==> src/rtl/s2mm_pkg.sv <==
// Shared types and helpers for the s2mm packet arbiter and its round-robin search.
package s2mm_pkg;

  typedef enum logic {
    ST_IDLE = 1'b0,
    ST_XFER = 1'b1
  } state_t;

  // Upper bound on requesters handled by the generic round-robin search.
  localparam int RR_MAX_REQ = 32;
  localparam int RR_IDX_W   = 5;

  typedef struct packed {
    logic                valid;
    logic [RR_IDX_W-1:0] idx;
  } rr_grant_t;

  // Channel-index width; a single channel still needs one bit.
  function automatic int ch_idx_width(input int n);
    return (n > 1) ? $clog2(n) : 1;
  endfunction

  // First requester at or after ptr, wrapping modulo num.
  function automatic rr_grant_t rr_next_grant(input logic [RR_MAX_REQ-1:0] req,
                                              input int num, input int ptr);
    rr_grant_t g;
    int        c;
    g = '0;
    // Walk offsets from far to near so the requester closest to ptr wins.
    for (int k = RR_MAX_REQ - 1; k >= 0; k--) begin
      if (k < num) begin
        c = ptr + k;
        if (c >= num) c = c - num;
        if (req[c[RR_IDX_W-1:0]]) begin
          g.valid = 1'b1;
          g.idx   = c[RR_IDX_W-1:0];
        end
      end
    end
    return g;
  endfunction

endpackage

==> src/rtl/s2mm_packet_arbiter_rr_arbiter.sv <==
// Combinational round-robin search: one-hot grant plus encoded index, starting at i_ptr.
module rr_arbiter
  import s2mm_pkg::*;
#(
  parameter int N     = 2,
  parameter int IDX_W = ch_idx_width(N)
) (
  input  logic [N-1:0]     i_req,
  input  logic [IDX_W-1:0] i_ptr,
  output logic [N-1:0]     o_grant,
  output logic [IDX_W-1:0] o_idx,
  output logic             o_valid
);

  rr_grant_t w_g;

  // Priority search from the pointer and one-hot decode of the winner.
  always_comb begin
    // NOTE: every output gets a default before any conditional write so no latch is inferred.
    o_grant = '0;
    w_g     = rr_next_grant(RR_MAX_REQ'(i_req), N, int'(i_ptr));
    o_valid = w_g.valid;
    o_idx   = IDX_W'(w_g.idx);
    if (w_g.valid) o_grant[o_idx] = 1'b1;
  end

endmodule

==> src/rtl/s2mm_packet_arbiter.sv <==
// Assembles per-channel FIFO words into AXI-Stream packets, round-robin per packet.
module s2mm_packet_arbiter
  import s2mm_pkg::*;
#(
  parameter int AXIS_DATA_WIDTH = 32,
  parameter int FIFO_DATA_WIDTH = 32,
  parameter int AXIS_DEST_WIDTH = 4,
  parameter int NUM_FIFOS       = 2,
  parameter int PKT_LEN_WIDTH   = 16
) (
  input  logic                                 clk,
  input  logic                                 rstn,
  output logic [NUM_FIFOS-1:0]                 fifo_rden,
  input  logic [NUM_FIFOS-1:0]                 fifo_empty,
  input  logic [NUM_FIFOS*FIFO_DATA_WIDTH-1:0] fifo_data,
  input  logic [NUM_FIFOS*PKT_LEN_WIDTH-1:0]   pkt_len,
  output logic [AXIS_DATA_WIDTH-1:0]           DST_AXIS_tdata,
  output logic [AXIS_DATA_WIDTH/8-1:0]         DST_AXIS_tkeep,
  output logic [AXIS_DEST_WIDTH-1:0]           DST_AXIS_tdest,
  output logic                                 DST_AXIS_tlast,
  output logic                                 DST_AXIS_tvalid,
  input  logic                                 DST_AXIS_tready,
  output logic                                 busy,
  output logic [AXIS_DEST_WIDTH-1:0]           cur_ch
);

  localparam int CH_W = ch_idx_width(NUM_FIFOS);

  state_t                       r_state, w_state_next;
  logic [CH_W-1:0]              r_rr_ptr, r_cur_ch;
  logic [PKT_LEN_WIDTH-1:0]     r_count, r_len;
  logic [AXIS_DATA_WIDTH-1:0]   r_tdata;
  logic [AXIS_DEST_WIDTH-1:0]   r_tdest;
  logic                         r_tlast, r_tvalid;

  logic [NUM_FIFOS-1:0]         w_req, w_grant_onehot;
  logic [CH_W-1:0]              w_grant_idx;
  logic                         w_grant_valid;
  logic [PKT_LEN_WIDTH-1:0]     w_grant_len;
  logic [FIFO_DATA_WIDTH-1:0]   w_head_data;
  logic                         w_head_empty, w_load_en, w_pop, w_last;

  assign w_req     = ~fifo_empty;
  assign w_load_en = !r_tvalid || DST_AXIS_tready;
  assign w_last    = (r_count == r_len - 1'b1);

  rr_arbiter #(.N(NUM_FIFOS), .IDX_W(CH_W)) u_rr (
    .i_req   (w_req),
    .i_ptr   (r_rr_ptr),
    .o_grant (w_grant_onehot),
    .o_idx   (w_grant_idx),
    .o_valid (w_grant_valid)
  );

  // Select the granted channel's length word and the current channel's FIFO head.
  always_comb begin
    w_grant_len  = '0;
    w_head_data  = '0;
    w_head_empty = 1'b1;
    for (int i = 0; i < NUM_FIFOS; i++) begin
      if (w_grant_onehot[i]) w_grant_len = pkt_len[i*PKT_LEN_WIDTH +: PKT_LEN_WIDTH];
      if (r_cur_ch == CH_W'(i)) begin
        w_head_data  = fifo_data[i*FIFO_DATA_WIDTH +: FIFO_DATA_WIDTH];
        w_head_empty = fifo_empty[i];
      end
    end
  end

  // Next-state and pop decision; pops never happen in IDLE or under reset.
  always_comb begin
    w_state_next = r_state;
    w_pop        = 1'b0;
    fifo_rden    = '0;
    case (r_state)
      ST_IDLE: if (w_grant_valid) w_state_next = ST_XFER;
      ST_XFER: begin
        if (rstn && w_load_en && !w_head_empty) begin
          w_pop = 1'b1;
          if (w_last) w_state_next = ST_IDLE;
        end
      end
      default: w_state_next = ST_IDLE;
    endcase
    for (int i = 0; i < NUM_FIFOS; i++) fifo_rden[i] = w_pop && (r_cur_ch == CH_W'(i));
  end

  // State register.
  always_ff @(posedge clk) begin
    // NOTE: sequential state uses non-blocking assignments so every flop sees pre-edge values.
    if (!rstn) r_state <= ST_IDLE;
    else       r_state <= w_state_next;
  end

  // Grant bookkeeping: channel, latched length, word count and round-robin pointer.
  always_ff @(posedge clk) begin
    if (!rstn) begin
      r_rr_ptr <= '0;
      r_cur_ch <= '0;
      r_len    <= '0;
      r_count  <= '0;
    end else if (r_state == ST_IDLE) begin
      if (w_grant_valid) begin
        r_cur_ch <= w_grant_idx;
        r_len    <= (w_grant_len == '0) ? PKT_LEN_WIDTH'(1) : w_grant_len;
        r_count  <= '0;
      end
    end else if (w_pop) begin
      if (w_last) r_rr_ptr <= (r_cur_ch == CH_W'(NUM_FIFOS - 1)) ? '0 : r_cur_ch + 1'b1;
      else        r_count  <= r_count + 1'b1;
    end
  end

  // Output skid-free register: load on pop, drop valid when a slot frees with nothing to load.
  always_ff @(posedge clk) begin
    if (!rstn) begin
      r_tvalid <= 1'b0;
      r_tlast  <= 1'b0;
      r_tdata  <= '0;
      r_tdest  <= '0;
    end else if (w_pop) begin
      r_tvalid <= 1'b1;
      r_tlast  <= w_last;
      r_tdata  <= AXIS_DATA_WIDTH'(w_head_data);
      r_tdest  <= AXIS_DEST_WIDTH'(r_cur_ch);
    end else if (w_load_en) begin
      r_tvalid <= 1'b0;
    end
  end

  assign DST_AXIS_tdata  = r_tdata;
  assign DST_AXIS_tkeep  = '1;
  assign DST_AXIS_tdest  = r_tdest;
  assign DST_AXIS_tlast  = r_tlast;
  assign DST_AXIS_tvalid = r_tvalid;
  assign busy            = (r_state == ST_XFER);
  assign cur_ch          = AXIS_DEST_WIDTH'(r_cur_ch);

endmodule

==> config.mk <==
export PLATFORM = sky130hd
export DESIGN_NAME = s2mm_packet_arbiter
export DESIGN_NICKNAME = d
export VERILOG_FILES = /design/src/rtl/s2mm_pkg.sv /design/src/rtl/s2mm_packet_arbiter_rr_arbiter.sv /design/src/rtl/s2mm_packet_arbiter.sv
export SDC_FILE = /design/constraint.sdc
export NUM_CORES = 1
export LEC_CHECK = 0
export CAP_MARGIN = 20
export CORE_UTILIZATION = 49
export CTS_BUF_LIST = sky130_fd_sc_hd__clkbuf_8
export CTS_CLUSTER_SIZE = 20
export DETAILED_ROUTE_END_ITERATION = 8
export PLACE_DENSITY = 0.88
export SLEW_MARGIN = 40
export SYNTH_ARGS = -nofsm -noshare
export SYNTH_HDL_FRONTEND = slang
export SYNTH_SLANG_ARGS = --single-unit
==> constraint.sdc <==
create_clock -name clk -period 8.3 [get_ports clk]
set_input_delay 1.245 -clock clk [delete_from_list [all_inputs] [get_ports clk]]
set_output_delay 1.245 -clock clk [all_outputs]
set_load 0.02 [all_outputs]
==> impl_metrics.env, run 1 <==
export IMPL_synth_cells=461
export IMPL_clock_sinks=70
export IMPL_grt_pass1_vias=3865
export IMPL_hold_path_class="flip-flop to flip-flop"
export IMPL_clk_latency_ns=0.34
export IMPL_pin_count=150
export IMPL_hold_ws_ns=0.500
export IMPL_die_x_um=91.4
export IMPL_synth_simple_area_share_pct=19.3
export IMPL_maxCapViolCount=0
export IMPL_irDropWorstVdd_uv=101
export IMPL_path_max_fanout=8
export IMPL_drc=0
export IMPL_holdPathEnd="DST_AXIS_tdata[28]"
export IMPL_startpoint="fifo_empty[1]"
export IMPL_ctsHtreeMaxLevel=3
export IMPL_placed_cell_area_mm2=0.00529
export IMPL_worst_ep_required_time_ns=7.05
export IMPL_port_buffers=139
export IMPL_finalSetupTns_ns=0
export IMPL_ys_flop_type="dfxtp_1"
export IMPL_area_delta_synth_final_pct=40.2
export IMPL_syn_avg_cell_area_um2=8.49
export IMPL_cts_resized=0
export IMPL_cts_tree="built"
export IMPL_crit_path_start_kind="input pin"
export IMPL_start_util_pct=50.7
export IMPL_gp_congestion=0.892
export IMPL_synthAdderAreaFrac_pct=0.639
export IMPL_yosysWarnings=0
export IMPL_wl_per_cell_um=15.9
export IMPL_min_path_cells=2
export IMPL_syn_area_mm2=0.00392
export IMPL_setup_viol=0
export IMPL_slew_viol_final=0
export IMPL_cts_buffers=9
export IMPL_run_status="finished, final reports clean"
export IMPL_ys_ff_latch=70
export IMPL_end_kind="output pin"
export IMPL_rsz0062_at_grt="false"
export IMPL_grt_ovfl_total=0
export IMPL_viasPerCell=5.70
export IMPL_yosys_area_share_xor_xnor_pct=4.47
export IMPL_grt_max_degree=67
export IMPL_antenna_cells=0
export IMPL_vias=3902
export IMPL_fill_cells=564
export IMPL_clk_path_buf_depth=2
export IMPL_die_h_um=91.4
export IMPL_power_leakage_uw=0.00193
export IMPL_hold_viol=0
export IMPL_nNetsFinal=681
export IMPL_rrSetupSlack_ns=4.97
export IMPL_worst_setup_path_type="input pin to output pin"
export IMPL_hold_start="DST_AXIS_tdata[28]"
export IMPL_synth_edff_count=0
export IMPL_synth_area_mux_share_pct=10.6
export IMPL_synth_compound_area_share_pct=22.7
export IMPL_drt_total_wl_mm=10.9
export IMPL_hpwl_mm=7.98
export IMPL_r2r_cells=8
export IMPL_synth_top_family_by_area="compound AO/OA/AOI/OAI gates"
export IMPL_clk_pin_slew_ns=0.07
export IMPL_cts_hold_buf=0
export IMPL_fmax_ghz=0.220
export IMPL_period_needed_ns=4.54
export IMPL_synth_distinct_cells=53
export IMPL_ys_async_sr_fraction_pct=0
export IMPL_relSlewSlack_pct=48.2
export IMPL_num_rows=32
export IMPL_mostFrequentLayoutCell="clkdlybuf4s50_1"
export IMPL_r2r_end="r_count[15]"
export IMPL_r2r_start="r_len[5]"
export IMPL_antenna_found_initial=0
export IMPL_power_density_mw_per_mm2=156
export IMPL_final_layout_size_suffix_gt1_share_pct=5.66
export IMPL_cts_setup_buffers=0
export IMPL_first_pass_iters=4
export IMPL_fp_coreArea_mm2=0.00773
export IMPL_p_total_uw=856
export IMPL_seq_area_frac_synth_pct=35.8
export IMPL_cts_root_buf="clkbuf_8"
export IMPL_die_area_mm2=0.00835
export IMPL_final_period_utilization_pct=54.7
export IMPL_track_usage_pct=26.2
export IMPL_antenna_left=0
export IMPL_final_cell_mix="clkdlybuf4s50_1 (139), dfxtp_1 (69), nor2_1 (66)"
export IMPL_drt_iter0_drc=308
export IMPL_grt_pass1_wl_mm=17.6
export IMPL_worst_slew_pin_slew_ns=0.776
export IMPL_arrival_ns=3.29
export IMPL_clock_skew_final_ns=0.00723
export IMPL_final_util_pct=71.0
export IMPL_fin_area_mm2=0.00549
==> through the flow <==
step | setup WS [ns] | instances
after global routing | 3.67 | 685
final | 3.76 | 685
after CTS | 3.78 | 685
after floorplan | 4.96 | 469
after global placement | 3.90 | 669
after detailed placement | 3.79 | 669
==> worst max-delay path: stages <==
cell and delay (ns):
clkdlybuf4s50_1 0.51, mux2i_1 0.25, nand4_1 0.40, nor2_1 0.25, clkdlybuf4s50_1 0.64
==> area by class of cell <==
| class | count | area, um^2 | area share (%) |
|---|---|---|---|
| multi-input cells | 345 | 2310 | 42.0 |
| repair buffers | 143 | 1420 | 25.9 |
| flip-flops and latches | 70 | 1400 | 25.5 |
| clock buffers | 10 | 138 | 2.51 |
| well taps | 102 | 128 | 2.32 |
| clock inverters | 6 | 61.3 | 1.12 |
| inverters | 9 | 33.8 | 0.615 |
==> logic make-up after synthesis <==
family	count (synthesis)
compound gates	119
simple gates	153
fa+ha+maj	2
other cells	2
buf+inv	54
mux	41
xor+xnor	20
flops	70
==> synth_stat cells, drive strengths merged, types with 2 or more instances <==
cell	n	area [um^2]
dfxtp	70	1400
nor2	67	251
a211oi	51	383
mux2i	40	400
clkbuf	25	93.8
nand2	24	90.1
buf	20	119
a21oi	16	80.1
a22oi	16	120
xnor2	11	96.3
nand3	10	50.1
inv	9	33.8
or3	9	56.3
xor2	9	78.8
o21ai	7	35.0
o31ai	6	50.1
or4	6	52.6
nand2b	5	31.3
nand4	5	31.3
nor3	5	25.0
a2111o	4	45.0
nor2b	4	25.0
nor3b	4	35.0
o2111ai	4	35.0
o211ai	4	30.0
and3	3	18.8
nor4	3	25.0
a221oi	2	17.5
conb	2	7.51
ha	2	25.0
or2	2	12.5
==> flip-flops by register name (all words and copies together), names as in the netlist <==
register,cells
r_len,16
DST_AXIS_tdata,32
DST_AXIS_tlast,1
DST_AXIS_tdest,1
r_rr_ptr,1
r_cur_ch,1
busy,1
DST_AXIS_tvalid,1
r_count,16
==> how the worst max path moves through the flow <==
| stage | to | slack (ns) |
|---|---|---|
| 2_1_floorplan | fifo_rden[1] | 4.96 |
| 3_3_place_gp | fifo_rden[1] | 3.90 |
| 3_5_place_dp | fifo_rden[1] | 3.79 |
| 4_1_cts | fifo_rden[1] | 3.78 |
| 5_1_grt | fifo_rden[1] | 3.67 |
| 6_report | fifo_rden[1] | 3.76 |
==> power by group <==
group          internal (uW)  total, uW  switching [uW]
combinational            106        206            99.9
clock                    147        281             135
sequential               352        369            16.9
total                    604        856             252
==> layer usage <==
layer | vias up | global-route usage (%) | routed length [um]
met5 | - | 0 | 0
met4 | 0 | 13.0 | 295
met3 | 23 | 6.53 | 813
met2 | 146 | 48.6 | 5610
met1 | 1818 | 27.3 | 4150
li1 | 1915 | - | -
(Power assumes the default switching activity.)
==> inputs of run 2 (changes only) <==
CORE_UTILIZATION = 41   (was 49)
PLACE_DENSITY = 0.79   (was 0.88)
clock period = 3.9 ns   (was 8.3 ns; I/O delays follow)
==> run 2 against run 1 <==
Effect of this change: design area rose by 1.1%; first-iteration DRC count fell by 47%; via count shrank 0.74%; utilization is 11 points lower; hold slack improved by 0.0025 ns; die area grew 19%; count of clock-buffer cells in the layout did not move; flip-flop and latch count did not move; critical path depth up 5; power is 120% higher; non-clock buffer count increased by 2; sequential share of layout area decreased by 0.28 points; critical path type is now flip-flop to flip-flop.
==> impl_metrics.env, run 2 (synthesis results as in run 1) <==
export IMPL_met2_length_mm=5.41
export IMPL_hold_path_class="flip-flop to flip-flop"
export IMPL_viasPerCell=5.42
export IMPL_wl_per_cell_um=15.2
export IMPL_power_share_clock_pct=33.6
export IMPL_topRoutingLayerUsed="met4"
export IMPL_setup_viol=0
export IMPL_die_h_um=99.7
export IMPL_m1WireLength_mm=4.33
export IMPL_clk_pin_slew_ns=0.08
export IMPL_ctsHtreeMaxLevel=3
export IMPL_vias=3873
export IMPL_die_x_um=99.7
export IMPL_run_status="finished, final reports clean"
export IMPL_hold_viol=0
export IMPL_num_rows=35
export IMPL_clock_sinks=70
export IMPL_clock_skew_final_ns=0.00828
export IMPL_final_period_utilization_pct=83.7
export IMPL_arrival_ns=3.49
export IMPL_fp_coreArea_mm2=0.00924
export IMPL_power_leakage_uw=0.00193
export IMPL_cts_setup_buffers=0
export IMPL_p_sw_share_pct=29.8
export IMPL_maxCapViolCount=0
export IMPL_worst_slew_pin_slew_ns=0.618
export IMPL_power_switching_uw=550
export IMPL_cts_tree="built"
export IMPL_start_util_pct=42.4
export IMPL_grt_pass1_vias=3790
export IMPL_p_total_uw=1840
export IMPL_timing_critical_path_slowest_stage_cell="a21o_1"
export IMPL_antenna_cells=0
export IMPL_largest_reg_flops=32
export IMPL_relSlewSlack_pct=58.8
export IMPL_crit_path_start_kind="flip-flop"
export IMPL_rsz0062_at_grt="false"
export IMPL_clk_latency_ns=0.34
export IMPL_met3_length_um=782
export IMPL_ff_latch_area_mm2=0.00140
export IMPL_final_layout_size_suffix_gt1_share_pct=5.98
export IMPL_clk_path_buf_depth=2
export IMPL_fmax_ghz=0.306
export IMPL_slew_viol_final=0
export IMPL_cts_root_buf="clkbuf_8"
export IMPL_drt_iter0_drc=162
export IMPL_cp_cell_sequence="inv_1 > ha_1 > xnor2_1 > a211oi_1 > nand3_1 > a2111o_1 > a2111oi_2 > a21o_1 > a211oi_1 > mux2i_1"
export IMPL_end_kind="flip-flop"
export IMPL_dp_slack_ns=0.684
export IMPL_mostFrequentLayoutCell="clkdlybuf4s50_1"
export IMPL_drc=0
export IMPL_port_buffers=139
export IMPL_die_area_mm2=0.00994
export IMPL_period_needed_ns=3.26
export IMPL_multi_input_area_mm2=0.00231
export IMPL_irDropWorstVdd_uv=174
export IMPL_setup_ws_ns=0.636
export IMPL_worst_setup_path_type="flip-flop to flip-flop"
export IMPL_pin_count=150
export IMPL_cts_hold_buf=0
export IMPL_cpPeakStageDelay_ns=0.59
export IMPL_path_max_fanout=23
export IMPL_crit_top_cell="a211oi_1"
export IMPL_worst_ep_required_time_ns=4.12
export IMPL_nNetsFinal=683
export IMPL_final_util_pct=60.1
export IMPL_cts_buffers=9
export IMPL_gp_congestion=0.865
export IMPL_comb_power_share_pct=23.8
export IMPL_cp_top_family="compound AO/OA/AOI/OAI gates"
export IMPL_path_buf_inv=1
export IMPL_first_pass_iters=4
export IMPL_internal_power_uw=1290
export IMPL_grt_pass1_wl_mm=17.6
export IMPL_power_density_mw_per_mm2=332
export IMPL_grt_max_degree=65
export IMPL_area_delta_synth_final_pct=41.8
export IMPL_final_cell_mix="clkdlybuf4s50_1 (139), dfxtp_1 (69), nor2_1 (67)"
export IMPL_hpwl_mm=8.13
export IMPL_grt_ovfl_total=0
export IMPL_cts_resized=0
export IMPL_drt_total_wl_mm=10.8
export IMPL_power_frac_seq_pct=42.6
export IMPL_antenna_found_initial=0
export IMPL_track_usage_pct=22.2
export IMPL_finalSetupTns_ns=0
export IMPL_fill_cells=803
export IMPL_antenna_left=0
run 2: stage by stage:
stage	hold WS [ns]	cell area, um^2	std cells
after floorplan	0.457	3950	469
after global placement	0.475	5340	698
after detailed placement	0.485	5340	698
after CTS	0.504	5540	714
after global routing	0.519	5550	714
final	0.502	5550	714
run 2: path summary, 6_finish.rpt:
check              start          end  slack [ns]  cells after the start
max             r_len[0]  r_count[14]        0.64                     10
min          r_count[15]  r_count[15]        0.50                      2
max reg2reg     r_len[0]  r_count[14]        0.64                     10
min reg2reg  r_count[15]  r_count[15]        0.50                      2
run 2: layout make-up:
type                            instances  area share (%)
Clock buffer                           10            2.48
Clock inverter                          6            1.24
Inverter                                9           0.609
Multi-Input combinational cell        345            41.6
Sequential cell                        70            25.3
Tap cell                              129            2.91
Timing Repair Buffer                  145            25.9
run 2: power groups by stage:
| stage | Combinational, uW | Sequential, uW | Clock (uW) |
|---|---|---|---|
| 2_1_floorplan | 238 | 812 | 0 |
| 3_3_place_gp | 427 | 799 | 0 |
| 3_5_place_dp | 437 | 802 | 0 |
| 4_1_cts | 439 | 785 | 630 |
| 5_1_grt | 475 | 790 | 658 |
| 6_report | 438 | 786 | 619 |
run 2: layer usage:
layer  vias to the layer above  track usage, %
met3                        22            6.47
met4                         0            11.9
li1                       1924               -
met5                         -               0
met2                       151            39.4
met1                      1776            23.8
run 2: tightest hold or removal path, delay by kind of cell (launching register included):
kind / cells / cell delay [ns]
multiplexers: 1 / 0.05
AND/OR/NAND/NOR: 1 / 0.07
flip-flops: 1 / 0.34
==> inputs of run 3 (changes only) <==
CORE_UTILIZATION = 46   (was 41)
PLACE_DENSITY = 0.83   (was 0.79)
clock period = 3.34 ns   (was 3.9 ns; I/O delays follow)
==> run 3 against run 2 <==
Effect of this change: setup slack worse by 0.45 ns; combinational power up 17%; register-to-register slack worse by 0.45 ns; power up 19%; largest power group unchanged; highest routed layer unchanged.
==> impl_metrics.env, run 3 (synthesis results as in run 1) <==
export IMPL_clock_skew_final_ns=0.00981
export IMPL_path_max_fanout=23
export IMPL_clk_pin_slew_ns=0.08
export IMPL_final_layout_size_suffix_gt1_share_pct=6.32
export IMPL_cts_tree="built"
export IMPL_clock_sinks=70
export IMPL_final_period_utilization_pct=94.4
export IMPL_num_rows=33
export IMPL_hold_viol=0
export IMPL_viasPerCell=5.63
export IMPL_worst_ep_required_time_ns=3.56
export IMPL_drt_total_wl_mm=10.5
export IMPL_track_usage_pct=24.9
export IMPL_multi_input_area_mm2=0.00232
export IMPL_end_kind="flip-flop"
export IMPL_antenna_left=0
export IMPL_area_delta_synth_final_pct=41.8
export IMPL_slew_viol_final=0
export IMPL_largest_reg_flops=32
export IMPL_first_pass_iters=7
export IMPL_die_h_um=94.3
export IMPL_ctsHtreeMaxLevel=3
export IMPL_clk_latency_ns=0.34
export IMPL_hold_path_class="flip-flop to flip-flop"
export IMPL_relSlewSlack_pct=53.3
export IMPL_crit_path_start_kind="flip-flop"
export IMPL_worst_slew_pin_slew_ns=0.701
export IMPL_grt_pass1_vias=3873
export IMPL_grt_pass1_wl_mm=17.4
export IMPL_clk_path_buf_depth=2
export IMPL_port_buffers=139
export IMPL_run_status="finished, final reports clean"
export IMPL_drc=0
export IMPL_power_leakage_uw=0.00195
export IMPL_worst_setup_path_type="flip-flop to flip-flop"
export IMPL_finalSetupTns_ns=0
export IMPL_antenna_found_initial=0
export IMPL_period_needed_ns=3.15
export IMPL_die_area_mm2=0.00888
export IMPL_gp_congestion=0.869
export IMPL_pin_count=150
export IMPL_drt_iter0_drc=170
export IMPL_mostFrequentLayoutCell="clkdlybuf4s50_1"
export IMPL_grt_ovfl_total=0
export IMPL_cts_root_buf="clkbuf_8"
export IMPL_p_total_uw=2190
export IMPL_arrival_ns=3.37
export IMPL_setup_viol=0
export IMPL_irDropWorstVdd_uv=243
export IMPL_hpwl_mm=8.02
export IMPL_cts_buffers=9
export IMPL_grt_max_degree=65
export IMPL_fmax_ghz=0.317
export IMPL_vias=3884
export IMPL_nNetsFinal=684
export IMPL_maxCapViolCount=0
export IMPL_fp_coreArea_mm2=0.00822
export IMPL_fill_cells=679
export IMPL_rsz0062_at_grt="false"
export IMPL_final_cell_mix="clkdlybuf4s50_1 (139), dfxtp_1 (69), nor2_1 (66)"
export IMPL_ff_latch_area_mm2=0.00140
export IMPL_die_x_um=94.3
export IMPL_start_util_pct=47.6
export IMPL_wl_per_cell_um=15.2
export IMPL_antenna_cells=0
export IMPL_power_density_mw_per_mm2=395
-- run 3: layer usage --
layer  wire, um  part of all wire (%)  global-route usage (%)
met1       4030                    38                    25.5
met2       5490                    52                    45.8
met3        776                   7.4                    9.14
met4        193                   1.8                    9.23
met5          0                     0                       0
-- run 3: what timing repair did --
action                     CTS  global route
hold buffers                 0             0
setup buffers                0             0
setup endpoints to repair    0            14
gates resized for setup      0             2
-- run 3: area by class of cell --
cell class / count / share of cell area [%]
Tap cell: 105 / 2.37
Clock buffer: 11 / 2.73
Sequential cell: 70 / 25.3
Timing Repair Buffer: 146 / 26.0
Inverter: 9 / 0.609
Multi-Input combinational cell: 345 / 41.7
Clock inverter: 4 / 1.28
-- run 3: final timing paths --
path                     start           endpoint  slack (ns)  cells past startpoint
min reg2reg  DST_AXIS_tdest[0]  DST_AXIS_tdest[0]        0.50                      2
max                   r_len[0]        r_count[15]        0.19                     10
max reg2reg           r_len[0]        r_count[15]        0.19                     10
min          DST_AXIS_tdest[0]  DST_AXIS_tdest[0]        0.50                      2
-- run 3: critical path, stage by stage, from the launching register on --
cell and delay (ns):
dfxtp_1 0.34, inv_1 0.08, ha_1 0.21, nor3b_1 0.46, xnor2_1 0.18, nand2_1 0.11, a2111o_1 0.41, a2111oi_2 0.51
a21o_2 0.44, a211oi_1 0.16, mux2i_1 0.14
-- run 3: power by group --
part / internal, uW / total (uW) / switching, uW
logic: 267 / 513 / 246
registers: 875 / 916 / 41.1
clock network: 455 / 763 / 309
total: 1600 / 2190 / 596
-- run 3: metrics by stage --
stage	hold WS [ns]	cells	instance area, um^2	setup slack, ns	util, %
floorplan	0.457	469	3950	0.532	-
global placement	0.471	675	5310	0.202	64.7
detailed placement	0.480	675	5320	0.103	64.7
CTS	0.502	690	5540	0.0691	67.5
global route	0.524	690	5550	0.00124	67.5
finish	0.500	690	5550	0.187	67.5
